--- src/rtl/prefix_pkg.sv ---
// Shared types and helpers for the prefix subtractor pipeline.
// The flag bit indices are used only when PREFIX_SUB_FLAGS_EN is defined.
package prefix_pkg;

    typedef struct packed {
        logic g;
        logic p;
    } pg_t;

    localparam int FLAG_N = 2;
    localparam int FLAG_Z = 1;
    localparam int FLAG_V = 0;

    // Ceiling log2 for elaboration-time sizing of the prefix tree.
    function automatic int LOG2W(input int w);
        int r;
        r = 0;
        for (int k = 0; k < 8; k++) begin
            if ((32'sd1 << k) < w) begin
                r = k + 1;
            end
        end
        return r;
    endfunction

endpackage

--- src/rtl/prefix_cell.sv ---
// Kogge-Stone prefix operator. GRAY=1 builds the generate-only cell; its P output is tied low
// because the combined span already reaches bit 0 and no later cell reads it.
module prefix_cell
    import prefix_pkg::*;
#(
    parameter bit GRAY = 1'b0
) (
    input  pg_t hi,
    input  pg_t lo,
    output pg_t o
);

    assign o.g = hi.g | (hi.p & lo.g);
    assign o.p = GRAY ? 1'b0 : (hi.p & lo.p);

endmodule

--- src/rtl/prefix_subtractor_pipe.sv ---
// Two-stage pipelined Kogge-Stone subtractor: diff = a - b - b_in, with a valid/ready handshake on both sides.
// Defining PREFIX_SUB_FLAGS_EN adds the registered {n,z,v} flags output.
module prefix_subtractor_pipe
    import prefix_pkg::*;
#(
    parameter int WIDTH = 16
) (
    input  logic             clk,
    input  logic             rst_n,
    input  logic             in_valid,
    output logic             in_ready,
    input  logic [WIDTH-1:0] a,
    input  logic [WIDTH-1:0] b,
    input  logic             b_in,
    output logic             out_valid,
    input  logic             out_ready,
    output logic [WIDTH-1:0] diff,
    output logic             b_out
`ifdef PREFIX_SUB_FLAGS_EN
    ,
    output logic [2:0]       flags
`endif
);

    localparam int LW  = LOG2W(WIDTH);
    localparam int S1L = LW / 2;
    localparam int S2L = LW - S1L;

    logic             s1_valid_r;
    logic             s2_valid_r;
    logic             s1_en_s;
    logic             s2_en_s;
    logic             accept_s;

    pg_t [WIDTH-1:0]  base_s;
    pg_t [WIDTH-1:0]  s1_pg_s;
    pg_t [WIDTH-1:0]  s1_pg_r;
    logic [WIDTH-1:0] s1_p_r;
    logic             s1_cin_r;

    logic [WIDTH-1:0] carry_s;
    logic [WIDTH-1:0] final_p_unused_s;
    logic [WIDTH-1:0] diff_s;
    logic             b_out_s;
    logic [WIDTH-1:0] diff_r;
    logic             b_out_r;

    assign s2_en_s  = !s2_valid_r || out_ready;
    assign s1_en_s  = !s1_valid_r || s2_en_s;
    assign in_ready = s1_en_s;
    assign accept_s = in_valid && s1_en_s;

    // Bitwise generate/propagate of a + ~b, with the carry-in ~b_in folded into bit 0.
    always_comb begin
        base_s = '0;
        for (int i = 0; i < WIDTH; i++) begin
            base_s[i].g = a[i] & ~b[i];
            base_s[i].p = a[i] ^ ~b[i];
        end
        base_s[0].g = (a[0] & ~b[0]) | ((a[0] ^ ~b[0]) & ~b_in);
    end

    for (genvar l = 0; l < S1L; l++) begin : g_s1
        pg_t [WIDTH-1:0] cur_s;
        pg_t [WIDTH-1:0] nxt_s;
        if (l == 0) begin : g_first
            assign cur_s = base_s;
        end else begin : g_rest
            assign cur_s = g_s1[l-1].nxt_s;
        end
        for (genvar i = 0; i < WIDTH; i++) begin : g_bit
            if (i < (1 << l)) begin : g_pass
                assign nxt_s[i] = cur_s[i];
            end else begin : g_cell
                prefix_cell #(.GRAY((i < (2 << l)) ? 1'b1 : 1'b0)) u_cell (
                    .hi (cur_s[i]),
                    .lo (cur_s[i - (1 << l)]),
                    .o  (nxt_s[i])
                );
            end
        end
    end

    assign s1_pg_s = g_s1[S1L-1].nxt_s;

    // Stage 1 valid flag: advances whenever stage 1 can move.
    always_ff @(posedge clk or negedge rst_n) begin
        if (!rst_n) begin
            s1_valid_r <= 1'b0;
        end else if (s1_en_s) begin
            s1_valid_r <= in_valid;
        end else begin
            s1_valid_r <= s1_valid_r;
        end
    end

    // Stage 1 payload: written only when a valid operand is accepted.
    always_ff @(posedge clk or negedge rst_n) begin
        if (!rst_n) begin
            s1_pg_r  <= '0;
            s1_p_r   <= '0;
            s1_cin_r <= 1'b0;
        end else if (accept_s) begin
            s1_pg_r  <= s1_pg_s;
            s1_p_r   <= a ^ ~b;
            s1_cin_r <= ~b_in;
        end else begin
            s1_pg_r  <= s1_pg_r;
            s1_p_r   <= s1_p_r;
            s1_cin_r <= s1_cin_r;
        end
    end

    for (genvar l = 0; l < S2L; l++) begin : g_s2
        localparam int LV = S1L + l;
        pg_t [WIDTH-1:0] cur_s;
        pg_t [WIDTH-1:0] nxt_s;
        if (l == 0) begin : g_first
            assign cur_s = s1_pg_r;
        end else begin : g_rest
            assign cur_s = g_s2[l-1].nxt_s;
        end
        for (genvar i = 0; i < WIDTH; i++) begin : g_bit
            if (i < (1 << LV)) begin : g_pass
                assign nxt_s[i] = cur_s[i];
            end else begin : g_cell
                prefix_cell #(.GRAY((i < (2 << LV)) ? 1'b1 : 1'b0)) u_cell (
                    .hi (cur_s[i]),
                    .lo (cur_s[i - (1 << LV)]),
                    .o  (nxt_s[i])
                );
            end
        end
    end

    // Final carries C_i are the group generates; the group propagates are not needed past here.
    always_comb begin
        carry_s          = '0;
        final_p_unused_s = '0;
        for (int i = 0; i < WIDTH; i++) begin
            carry_s[i]          = g_s2[S2L-1].nxt_s[i].g;
            final_p_unused_s[i] = g_s2[S2L-1].nxt_s[i].p;
        end
    end

    // Sum bits of a + ~b + ~b_in; the borrow is the inverted final carry.
    always_comb begin
        diff_s    = '0;
        diff_s[0] = s1_p_r[0] ^ s1_cin_r;
        for (int i = 1; i < WIDTH; i++) begin
            diff_s[i] = s1_p_r[i] ^ carry_s[i-1];
        end
        b_out_s = ~carry_s[WIDTH-1];
    end

    // Stage 2 valid flag: a bubble from stage 1 is taken whenever stage 2 may advance.
    always_ff @(posedge clk or negedge rst_n) begin
        if (!rst_n) begin
            s2_valid_r <= 1'b0;
        end else if (s2_en_s) begin
            s2_valid_r <= s1_valid_r;
        end else begin
            s2_valid_r <= s2_valid_r;
        end
    end

    // Stage 2 result registers: held stable while the consumer stalls.
    always_ff @(posedge clk or negedge rst_n) begin
        if (!rst_n) begin
            diff_r  <= '0;
            b_out_r <= 1'b0;
        end else if (s2_en_s && s1_valid_r) begin
            diff_r  <= diff_s;
            b_out_r <= b_out_s;
        end else begin
            diff_r  <= diff_r;
            b_out_r <= b_out_r;
        end
    end

    assign out_valid = s2_valid_r;
    assign diff      = diff_r;
    assign b_out     = b_out_r;

`ifdef PREFIX_SUB_FLAGS_EN
    logic       s1_a_msb_r;
    logic       s1_b_msb_r;
    logic [2:0] flags_s;
    logic [2:0] flags_r;

    // Operand sign bits travel with stage 1 for the overflow flag.
    always_ff @(posedge clk or negedge rst_n) begin
        if (!rst_n) begin
            s1_a_msb_r <= 1'b0;
            s1_b_msb_r <= 1'b0;
        end else if (accept_s) begin
            s1_a_msb_r <= a[WIDTH-1];
            s1_b_msb_r <= b[WIDTH-1];
        end else begin
            s1_a_msb_r <= s1_a_msb_r;
            s1_b_msb_r <= s1_b_msb_r;
        end
    end

    // Signed overflow: operand signs differ and the result sign differs from the minuend's.
    always_comb begin
        flags_s         = 3'b000;
        flags_s[FLAG_N] = diff_s[WIDTH-1];
        flags_s[FLAG_Z] = (diff_s == '0);
        flags_s[FLAG_V] = (s1_a_msb_r ^ s1_b_msb_r) & (diff_s[WIDTH-1] ^ s1_a_msb_r);
    end

    // Flag register loads together with diff.
    always_ff @(posedge clk or negedge rst_n) begin
        if (!rst_n) begin
            flags_r <= 3'b000;
        end else if (s2_en_s && s1_valid_r) begin
            flags_r <= flags_s;
        end else begin
            flags_r <= flags_r;
        end
    end

    assign flags = flags_r;
`endif

endmodule

--- config.mk ---
export PLATFORM = sky130hd
export DESIGN_NAME = prefix_subtractor_pipe
export DESIGN_NICKNAME = d
export VERILOG_FILES = /design/src/rtl/prefix_pkg.sv /design/src/rtl/prefix_cell.sv /design/src/rtl/prefix_subtractor_pipe.sv
export SDC_FILE = /design/constraint.sdc
export NUM_CORES = 1
export LEC_CHECK = 0
export ABC_CLOCK_PERIOD_IN_PS = 2400
export CORE_MARGIN = 2
export CORE_UTILIZATION = 50
export DETAILED_ROUTE_END_ITERATION = 10
export GPL_TIMING_DRIVEN = 0
export PLACE_DENSITY = 0.81
export SLEW_MARGIN = 20
export SYNTH_ARGS = -nofsm -noshare
export SYNTH_HDL_FRONTEND = slang
export SYNTH_SLANG_ARGS = --single-unit
--- constraint.sdc ---
create_clock -name clk -period 2.4 [get_ports clk]
set_clock_uncertainty 0.05 [all_clocks]
set_input_delay 0.48 -clock clk [delete_from_list [all_inputs] [get_ports clk]]
set_output_delay 0.48 -clock clk [all_outputs]
set_load 0.02 [all_outputs]
; ---- Word-level counts from Yosys, hierarchy flattened
; Index checks and enable logic that the tools add are counted.
[word_totals]
in_bits = 37
output_inout_bits = 19
ff_bits = 64
word_cells = 242
[classes]
reduce_logical = 6
n_bitwise = 202
[ops]
columns = operator, n
row1 = $and A1 B1 Y1, 100
row2 = $or A1 B1 Y1, 50
row3 = $xor A1 B1 Y1, 32
row4 = $not A1 Y1, 18
row5 = $not A16 Y16, 1
row6 = $xor A16 B16 Y16, 1
row7 = $logic_and A1 B1 Y1, 2
row8 = $logic_not A1 Y1, 2
row9 = $logic_or A1 B1 Y1, 2

; ---- Depth between registers and ports, before layout
; Gate-level depths: netlist of run 1.
[depth]
word_depth = 8
ltp_mapped = 6
mapped_depth_nobuf = 6

; ---- Hierarchy
; Synthesis of run 1 repeated with hierarchy kept, for this count alone.
[unflattened]
cells_unflattened = 329
hier_area_um2 = 3828.7
[modules_own_cells]
columns = mod, cells_each, instances, seq_area_each_um2, area_each_um2
row1 = prefix_subtractor_pipe, 216, 1, 1676.6, 3036.7
row2 = prefix_cell (g_s1[0].g_bit[10].g_cell.u_cell ...), 2, 34, 0.0, 15.0
row3 = prefix_cell (g_s1[0].g_bit[1].g_cell.u_cell ...), 3, 15, 0.0, 18.8

; ---- Least setup slack after synthesis of run 1
; Ideal clock, no wire load.
[synth_timing]
kind = input -> register
startpoint = input port out_ready
endpoint = register s1_p_r[4]
setup_slack_ns = 0.847
arrival_time_ns = 1.378
setup_ns = 0.125
n_path_buf = 2
stages = 5
t_required_ns = 2.225
path_cell_list = nand3b_4 -> and2_4 -> buf_6 -> buf_6 -> mux2_4
[synth_between]
elab_chain_cells = 3
[synth_lines]
columns = item, line
row1 = from (decl), prefix_subtractor_pipe.sv:16  ; input logic out_ready,
row2 = $logic_or A1 B1 Y1, prefix_subtractor_pipe.sv:48  ; assign s2_en_s = !s2_valid_r || out_ready;
row3 = $logic_or A1 B1 Y1, prefix_subtractor_pipe.sv:49  ; assign s1_en_s = !s1_valid_r || s2_en_s;
row4 = $logic_and A1 B1 Y1, prefix_subtractor_pipe.sv:51  ; assign accept_s = in_valid && s1_en_s;
row5 = to (signal assigned), prefix_subtractor_pipe.sv:105  ; s1_p_r <= a ^ ~b;
row6 = to (signal assigned), prefix_subtractor_pipe.sv:109  ; s1_p_r <= s1_p_r;
row7 = to (decl), prefix_subtractor_pipe.sv:38  ; logic [WIDTH-1:0] s1_p_r;
; Every way passes these cells.
; A chain may end at the register's enable or synchronous reset.

; ---- Worst setup path in the final report of run 1
[layout_timing]
startpoint = input port out_ready
endpoint = output port in_ready
[layout_between]
elab_chain_cells = 2
[layout_lines]
columns = item, line
row1 = $logic_or A1 B1 Y1, prefix_subtractor_pipe.sv:48
row2 = $logic_or A1 B1 Y1, prefix_subtractor_pipe.sv:49
row3 = to (decl), prefix_subtractor_pipe.sv:11  ; output logic in_ready,
; Every way passes these cells.

==> impl.org, run 1 <==
** Status
- Result of the run :: finished, final reports clean

** Global route
- The first global-routing pass estimated between 10000 and 15000 um of wire.
- The initial antenna violation count is 0.
- Global routing finished with a remaining overflow of 0.
- In the global route stage, overall resource usage came out at 0.208.
- Entering global routing, the biggest net connects 35 pins.
- Via count of the first global-routing pass :: about 2400

** Drt
- After detailed routing, the total wire length is between 6000 and 7000 um.
- In the final routed layout, each cell accounts on average for about 15 um.
- Total iterations of the first detailed-routing run :: 4
- After detailed routing, the wire length on met1 is 2990 um.
- Using the TritonRoute via totals, the vias-per-cell ratio works out to about 5.5.
- In this run the remaining antenna-violating nets after routing total 0.
- In the routed design, unresolved DRC markers number 0.
- Total number of vias :: 2425
- Detailed routing placed a total of between 400 and 500 um of wire on met3.
- 1st-iter DRT viols :: 140
- Routed length on met2 :: ~3300 um
- The highest layer touched by signal routing is met4.

** Yosys
- Synthesized netlist cell count :: 300
- Mapped Avg Cell Area :: 10.4 um2
- Synth warnings :: 0
- Synthesis produced a netlist with a net count of ~350.
- The synthesized netlist contains 34 unique library cells.
- Ys flop type :: sky130_fd_sc_hd__dfrtp_1
- Total standard cell area after synthesis :: approximately 3100 um2
- Number of enable flip-flop cells after synthesis :: 0
- Sequential fraction of the synthesis area :: 0.516
- Synthesis-stage register bit count :: 64
- In the synthesized netlist the async set-or-reset flop fraction comes to 1.00.

** Floorplan
- The initial utilization of the core area, before any placement, comes to 0.521.
- From left edge to right edge, the die measures ~83 um.
- between 50 and 60 I/O pins were placed.
- The floorplan has 28 rows.
- Area inside the core boundary :: a little under 6000 um2
- Die outline height :: 82.8 um
- The floorplan step defined a die boundary enclosing a little under 7000 um2.

** Timing
- Tightest Pin Transition :: between 0.5 and 0.6 ns
- The final hold violation count came to 0.
- Slew Limit Headroom :: 0.647
- Setup violations remaining at the end of the flow were counted as 0.
- Number of slew-limit violations in the final report :: 0
- Aggregate negative setup slack :: 0 ns
- Static timing analysis puts the maximum clock frequency at roughly 450 MHz.
- In the finished design, the share of the clock period the worst path needs comes to 0.926.
- RSZ-0062 raised after global routing :: no
- After layout, the minimum clock period comes to about 2.2 ns.
- Final-layout worst hold slack :: between 0.02 and 0.03 ns

** Setup path
- Together, buffers and inverters on the worst path number 2.
- Most used cell, CP :: sky130_fd_sc_hd__clkdlybuf4s50_1
- In this design, the stage delay of the slowest critical-path cell is ~0.60 ns.
- STA puts the critical path data required time at 1.87 ns.
- For this design, the slowest cell found on the critical path is sky130_fd_sc_hd__clkdlybuf4s50_1.
- By startpoint and endpoint, the worst setup path is classified as in -> out.
- Tracing the worst setup path back leads to its startpoint at out_ready.
- Series of cell instances along the critical path :: clkdlybuf4s50_1 > nand3b_4 > clkdlybuf4s50_1
- Setup crit start kind :: input pin
- Launching point of the worst reg2reg path :: out_valid
- Grouping stages by cell kind, the critical path spends the most delay in buffers and inverters.
- Data arrives at the worst endpoint at approximately 1.7 ns.
- Kind of capture point of the worst setup path :: primary output
- Highest fanout seen on the critical path :: 4

** Final layout
- Proportion of layout cells with a drive suffix above 1 :: 0.111
- The net count of the finished layout is 420.
- Once layout is complete, the cells apart from fillers number about 440.
- Number of diodes :: 0
- Area Growth Syn to Fin :: 27.1%
- Once layout is complete, the utilization of the core stands at 0.663.

** CTS
- In this run, CTS created clock tree buffers numbering 9.
- Sink count of the clock tree :: 64
- Clk pin slew, worst setup/hold paths :: approximately 0.060 ns
- In this run the number of H-tree levels came out at 3.
- No sink is reached through more buffers than the 2 on the longest clock path.
- TritonCTS clock tree :: built
- Gates resized during post-CTS repair numbered 0.
- Clock Root Buffer :: sky130_fd_sc_hd__clkbuf_8
- Post-CTS setup repair buffer count :: 0
- Hold repair after CTS inserted 0 buffers.
- Later-pin clock latency in the skew report :: between 0.3 and 0.4 ns

** Pwr
- The analysis attributes to cell leakage a power of around 1.8 nW.
- Across the VDD grid, the largest voltage drop is 462 uV.
- In this run the power density over the cells is 818 nW/um2.

** Placement
- In this run the tool buffered the top-level ports with 55 buffer cells.
- The number of placed instances, taps included, is approximately 430.
- Routability congestion estimate :: between 0.8 and 0.9
- Placed wire-length estimate :: roughly 5200 um

** Flow run
- Max-cap violations :: 0

** Min path
- Hold crit path type :: in -> async
-- cell type report --
class,instances,area [um2]
Fill cell,486,2010
Sequential cell,64,1600
Multi-Input combinational cell,206,1370
Timing Repair Buffer,56,568
Clock buffer,13,179
Tap cell,75,93.8
Buffer,12,68.8
Inverter,18,67.6
-- per-stage QoR --
| stage | power, mW | setup WS [ns] | area, um2 |
|---|---|---|---|
| global placement | 2.36 | -1.18 | 3750 |
| floorplan | 1.97 | 0.847 | 3110 |
| CTS | 3.24 | 0.175 | 3950 |
| global route | 3.38 | 0.128 | 3950 |
| finish | 3.23 | 0.178 | 3950 |
| detailed placement | 2.40 | 0.175 | 3770 |
-- layer usage --
metal  vias to the layer above  track usage
li1                       1171            -
met5                         -            0
met1                      1178        0.276
met2                        68        0.348
met3                         8       0.0328
met4                         0       0.0760
-- Yosys cell counts, types with 3 or more instances --
cell | count | area (um2)
sky130_fd_sc_hd__mux2_2 | 12 | 135
sky130_fd_sc_hd__inv_1 | 18 | 67.6
sky130_fd_sc_hd__o211ai_1 | 6 | 45.0
sky130_fd_sc_hd__xor2_1 | 4 | 35.0
sky130_fd_sc_hd__nand2_1 | 50 | 188
sky130_fd_sc_hd__nand3_1 | 3 | 15.0
sky130_fd_sc_hd__nand2b_1 | 3 | 18.8
sky130_fd_sc_hd__xnor2_1 | 12 | 105
sky130_fd_sc_hd__nand4_1 | 7 | 43.8
sky130_fd_sc_hd__o31ai_1 | 5 | 37.5
sky130_fd_sc_hd__a21o_1 | 8 | 60.1
sky130_fd_sc_hd__ha_1 | 16 | 200
sky130_fd_sc_hd__o21a_1 | 6 | 45.0
sky130_fd_sc_hd__o21ai_0 | 30 | 150
sky130_fd_sc_hd__clkbuf_1 | 4 | 15.0
sky130_fd_sc_hd__nor2_1 | 7 | 26.3
sky130_fd_sc_hd__a21oi_1 | 17 | 85.1
sky130_fd_sc_hd__dfrtp_1 | 64 | 1600
sky130_fd_sc_hd__buf_2 | 4 | 20.0
sky130_fd_sc_hd__a31oi_1 | 4 | 25.0
-- flip-flops by register name, summed over array words and instances, names as in the netlist --
register	flops
diff	16
s1_valid_r	1
out_valid	1
b_out	1
s1_p_r	16
s1_cin_r	1
g_s2.cur_s	24
carry_s	4
-- cells by family (layout without fill, tap and decap cells) --
| group | after synthesis | in the layout | share of synthesized area |
|---|---|---|---|
| compound gates | 81 | 81 | 0.157 |
| simple gates | 77 | 77 | 0.114 |
| flops | 64 | 64 | 0.516 |
| buf+inv | 30 | 99 | 0.0439 |
| fa+ha+maj | 16 | 16 | 0.0645 |
| xor+xnor | 16 | 16 | 0.0451 |
| mux | 16 | 16 | 0.0596 |
-- final timing paths --
check | to | slack [ns] | cells past startpoint
min in group clk | b_out | 0.42 | 1
worst min-delay path | carry_s[3] | 0.03 | 1
worst min register to register | b_out | 0.42 | 1
worst max register to register | g_s2[0].cur_s[22] | 0.86 | 4
max in group asynchronous | diff[10] | 1.77 | 2
worst max-delay path | in_ready | 0.18 | 3
-- power by group --
group / internal [mW] / switching, mW
Sequential: 1.29 / 0.141
Clock: 0.471 / 0.379
Combinational: 0.468 / 0.476
-- cells in the final DEF, fill, tap and decap left out, types with 5 or more instances in the layout --
cell                              synthesis  routed
sky130_fd_sc_hd__dfrtp_1                 64      64
sky130_fd_sc_hd__clkdlybuf4s50_1          0      54
sky130_fd_sc_hd__nand2_1                 50      50
sky130_fd_sc_hd__o21ai_0                 30      30
sky130_fd_sc_hd__inv_1                   18      18
sky130_fd_sc_hd__a21oi_1                 17      17
sky130_fd_sc_hd__ha_1                    16      16
sky130_fd_sc_hd__clkbuf_8                 0      13
sky130_fd_sc_hd__xnor2_1                 12      12
sky130_fd_sc_hd__mux2_2                  12      12
sky130_fd_sc_hd__a21o_1                   8       8
sky130_fd_sc_hd__nor2_1                   7       7
sky130_fd_sc_hd__nand4_1                  7       7
sky130_fd_sc_hd__o211ai_1                 6       6
sky130_fd_sc_hd__o21a_1                   6       6
sky130_fd_sc_hd__o31ai_1                  5       5
Power figures use the tool's default switching activity.
==> run 2, diff against run 1 <==
ABC_CLOCK_PERIOD_IN_PS = 2100   (was 2400)
clock period = 2.1 ns   (was 2.4 ns; I/O delays follow)
==> run 2 against run 1 <==
  * Sequential power increased by 14%
  * Count of clock-buffer cells in the layout unchanged
  * Sequential cell count unchanged
  * Total power increased by 14%
  * Critical path type is now reg -> out
  * Largest cell class unchanged
==> impl.org, run 2 (synthesis gave the netlist of run 1 again) <==
** Status
- Result of the run :: finished, final reports clean (unchanged)

** Global route
- The initial antenna violation count was 0 (unchanged).
- Via count of the first global-routing pass :: 2415 (was 2413)
- First-pass GRT wire length :: 11500 um (unchanged)
- Grt total ovfl :: 0 (unchanged)
- The pin count of the biggest net entering global routing is 35 (unchanged).
- The global-route total usage across every layer was 0.208 (unchanged).

** Timing
- For this run, the top clock speed supported by timing is about 550 MHz.
- The sum of negative setup slack is 0 ns (unchanged).
- Setup-violating endpoint count in the final report :: 0 (unchanged)
- The final hold violation count was 0 (unchanged).
- The routed design could run at a clock period as short as approximately 1.8 ns.
- Final Cycle Share :: 0.873
- Slew Limit Headroom :: 0.649 (was 0.647)
- The max-slew violation total from the final report is 0 (unchanged).
- RSZ-0062 raised after global routing :: no (unchanged)
- Tightest Pin Transition :: 0.527 ns (was 0.529 ns)

** Final layout
- Proportion of layout cells with a drive suffix above 1 :: 0.111 (about the same)
- Most common cell after layout, fill and taps aside :: sky130_fd_sc_hd__dfrtp_1 (unchanged)
- Commonest cells after routing, fill and taps aside :: sky130_fd_sc_hd__dfrtp_1 (64), sky130_fd_sc_hd__clkdlybuf4s50_1 (53), sky130_fd_sc_hd__nand2_1 (50), sky130_fd_sc_hd__o21ai_0 (30), sky130_fd_sc_hd__inv_1 (18) (was sky130_fd_sc_hd__dfrtp_1 (64), sky130_fd_sc_hd__clkdlybuf4s50_1 (54), sky130_fd_sc_hd__nand2_1 (50), sky130_fd_sc_hd__o21ai_0 (30), sky130_fd_sc_hd__inv_1 (18))
- The antenna diode count is 0 (unchanged).
- The number of flip-flops in the largest register came to 24 (unchanged).
- The final cell utilization of the core was 0.664 (was 0.663).
- The net count of the finished layout was 421 (was 420).
- The signed area change from the synthesized netlist to the final layout was 27.4% (was 27.1%).

** CTS
- The clock transition at the register clock pins on the worst setup and hold paths after CTS was 0.06 ns (about the same).
- The CTS root buffer was sky130_fd_sc_hd__clkbuf_8 (unchanged).
- Sink count of the clock tree :: 64 (unchanged)
- The total clock buffers created by CTS came to 9 (unchanged).
- TritonCTS clock tree :: built (unchanged)
- The clock latency reported for the late side of the worst-skew pair is 0.33 ns (about the same).
- Maximum clock insertion buffer count :: 2 (unchanged)
- The CTS H-tree depth came to 3 (unchanged).

** Placement
- Port bufs :: 55 (unchanged)
- Routability congestion estimate :: 0.875 (unchanged)
- The estimated wirelength of the detail-placed design came to 5180 um (unchanged).

** Pwr
- The static leakage came to 1.79 nW (about the same).
- Peak ir drop on the vdd network :: 528 uV (was 462 uV)
- The power per standard cell area came to 933 nW/um2 (was 818 nW/um2).
- Total chip power :: 3.69 mW (was 3.23 mW)

** Floorplan
- Starting density of the core :: 0.521 (unchanged)
- Area inside the core boundary :: 5960 um2 (unchanged)
- The count of boundary I/O pins came to 56 (unchanged).
- The floorplan die height was 82.8 um (unchanged).
- Area enclosed by the die boundary :: 6860 um2 (unchanged)
- The chip width is 82.8 um (unchanged).
- Std cell rows :: 28 (unchanged)

** Setup path
- Arrival time at the worst endpoint :: 1.36 ns (was 1.69 ns)
- Master of the slowest instance on the critical path :: sky130_fd_sc_hd__clkdlybuf4s50_1 (unchanged)
- The cell family contributing the most delay on the critical path is buffers and inverters (unchanged).
- Highest fanout seen on the critical path :: 3 (was 4)
- The kind of critical path is reg -> out (was in -> out).
- Buffers & Inverters on Critical Path :: 1 (was 2)
- Setup crit start kind :: flip-flop (was input pin)
- Maximum single-stage delay on the critical path :: 0.63 ns (was 0.60 ns)
- The required time reported for the critical path endpoint came to 1.63 ns (was 1.87 ns).
- Series of cell instances along the critical path :: clkdlybuf4s50_1 (was clkdlybuf4s50_1 > nand3b_4 > clkdlybuf4s50_1)
- Kind of capture point of the worst setup path :: primary output (unchanged)

** Drt
- The violation count after the first detailed-routing iteration came to 176 (was 140).
- The number of DRC violations after detailed routing was 0 (unchanged).
- Total number of vias :: 2420 (was 2425)
- Per-cell routed wire length :: 15.3 um (was 15.4 um)
- The final wirelength came to 6830 um (was 6840 um).
- Total iterations of the first detailed-routing run :: 4 (unchanged)
- Vias per cell :: 5.44 (was 5.46)
- The number of antenna-violating nets in the routed design came to 0 (unchanged).

** Min path
- Hold crit path type :: reg -> reg (was in -> async)

** Flow run
- The max capacitance violation total is 0 (unchanged).
## run 2: cell types whose count changed in the layout (fill, tap and decap cells not counted)
cell                              delta
sky130_fd_sc_hd__dlygate4sd2_1       +1
sky130_fd_sc_hd__clkdlybuf4s50_1     -1
sky130_fd_sc_hd__dlygate4sd3_1       +1
## run 2: area by class of cell
cell class / instances / area [um2]
Timing Repair Buffer: 57 / 577
Inverter: 18 / 67.6
Multi-Input combinational cell: 206 / 1370
Fill cell: 486 / 2000
Sequential cell: 64 / 1600
Tap cell: 75 / 93.8
Clock buffer: 13 / 179
Buffer: 12 / 68.8
## run 2: timing repair
item / in CTS / in global routing
hold buffers: 1 / 0
resized for setup: 1 / 0
buffers inserted: 0 / 0
endpoints found under the setup margin: 1 / 0
endpoints found under the hold margin: 30 / 0
## run 2: stage by stage
stage | worst slack, ns | cells | cell area [um2] | hold slack (ns)
after floorplan | 0.565 | 300 | 3110 | 0.0744
after global placement | -1.42 | 430 | 3750 | 0.396
after detailed placement | -0.00751 | 431 | 3770 | 0.331
after CTS | 0.248 | 445 | 3960 | 0.424
after global routing | 0.203 | 445 | 3960 | 0.436
final | 0.267 | 445 | 3960 | 0.422
## run 2: routing by layer
layer	part of all wire	GRT usage	vias up	wire length, um
met5	0	0	-	0
met4	0.011	0.0760	0	74
li1	-	-	1176	-
met1	0.45	0.276	1170	3060
met3	0.053	0.0328	8	359
met2	0.49	0.348	66	3330
## run 2: final timing paths
kind                            slack (ns)               from           endpoint  cells after the start
worst max-delay path                  0.27          out_valid          out_valid                      1
worst min-delay path                  0.42  g_s2[0].cur_s[31]              b_out                      1
worst max register to register        0.57          out_valid  g_s2[0].cur_s[22]                      4
worst min register to register        0.42  g_s2[0].cur_s[31]              b_out                      1
max in group asynchronous             0.98              rst_n            diff[4]                      3
min in group asynchronous             0.52              rst_n         carry_s[3]                      2
## run 2: where the power goes
part / switching (mW) / total (mW) / internal, mW
Combinational: 0.545 / 1.08 / 0.535
Sequential: 0.162 / 1.64 / 1.48
Clock: 0.430 / 0.968 / 0.539
Total: 1.14 / 3.69 / 2.55
==> run 3, diff against run 2 <==
SKIP_LAST_GASP = 1   (was unset)
==> results of run 3 <==
Final layout, timing and power as in run 2 (identical DEF).
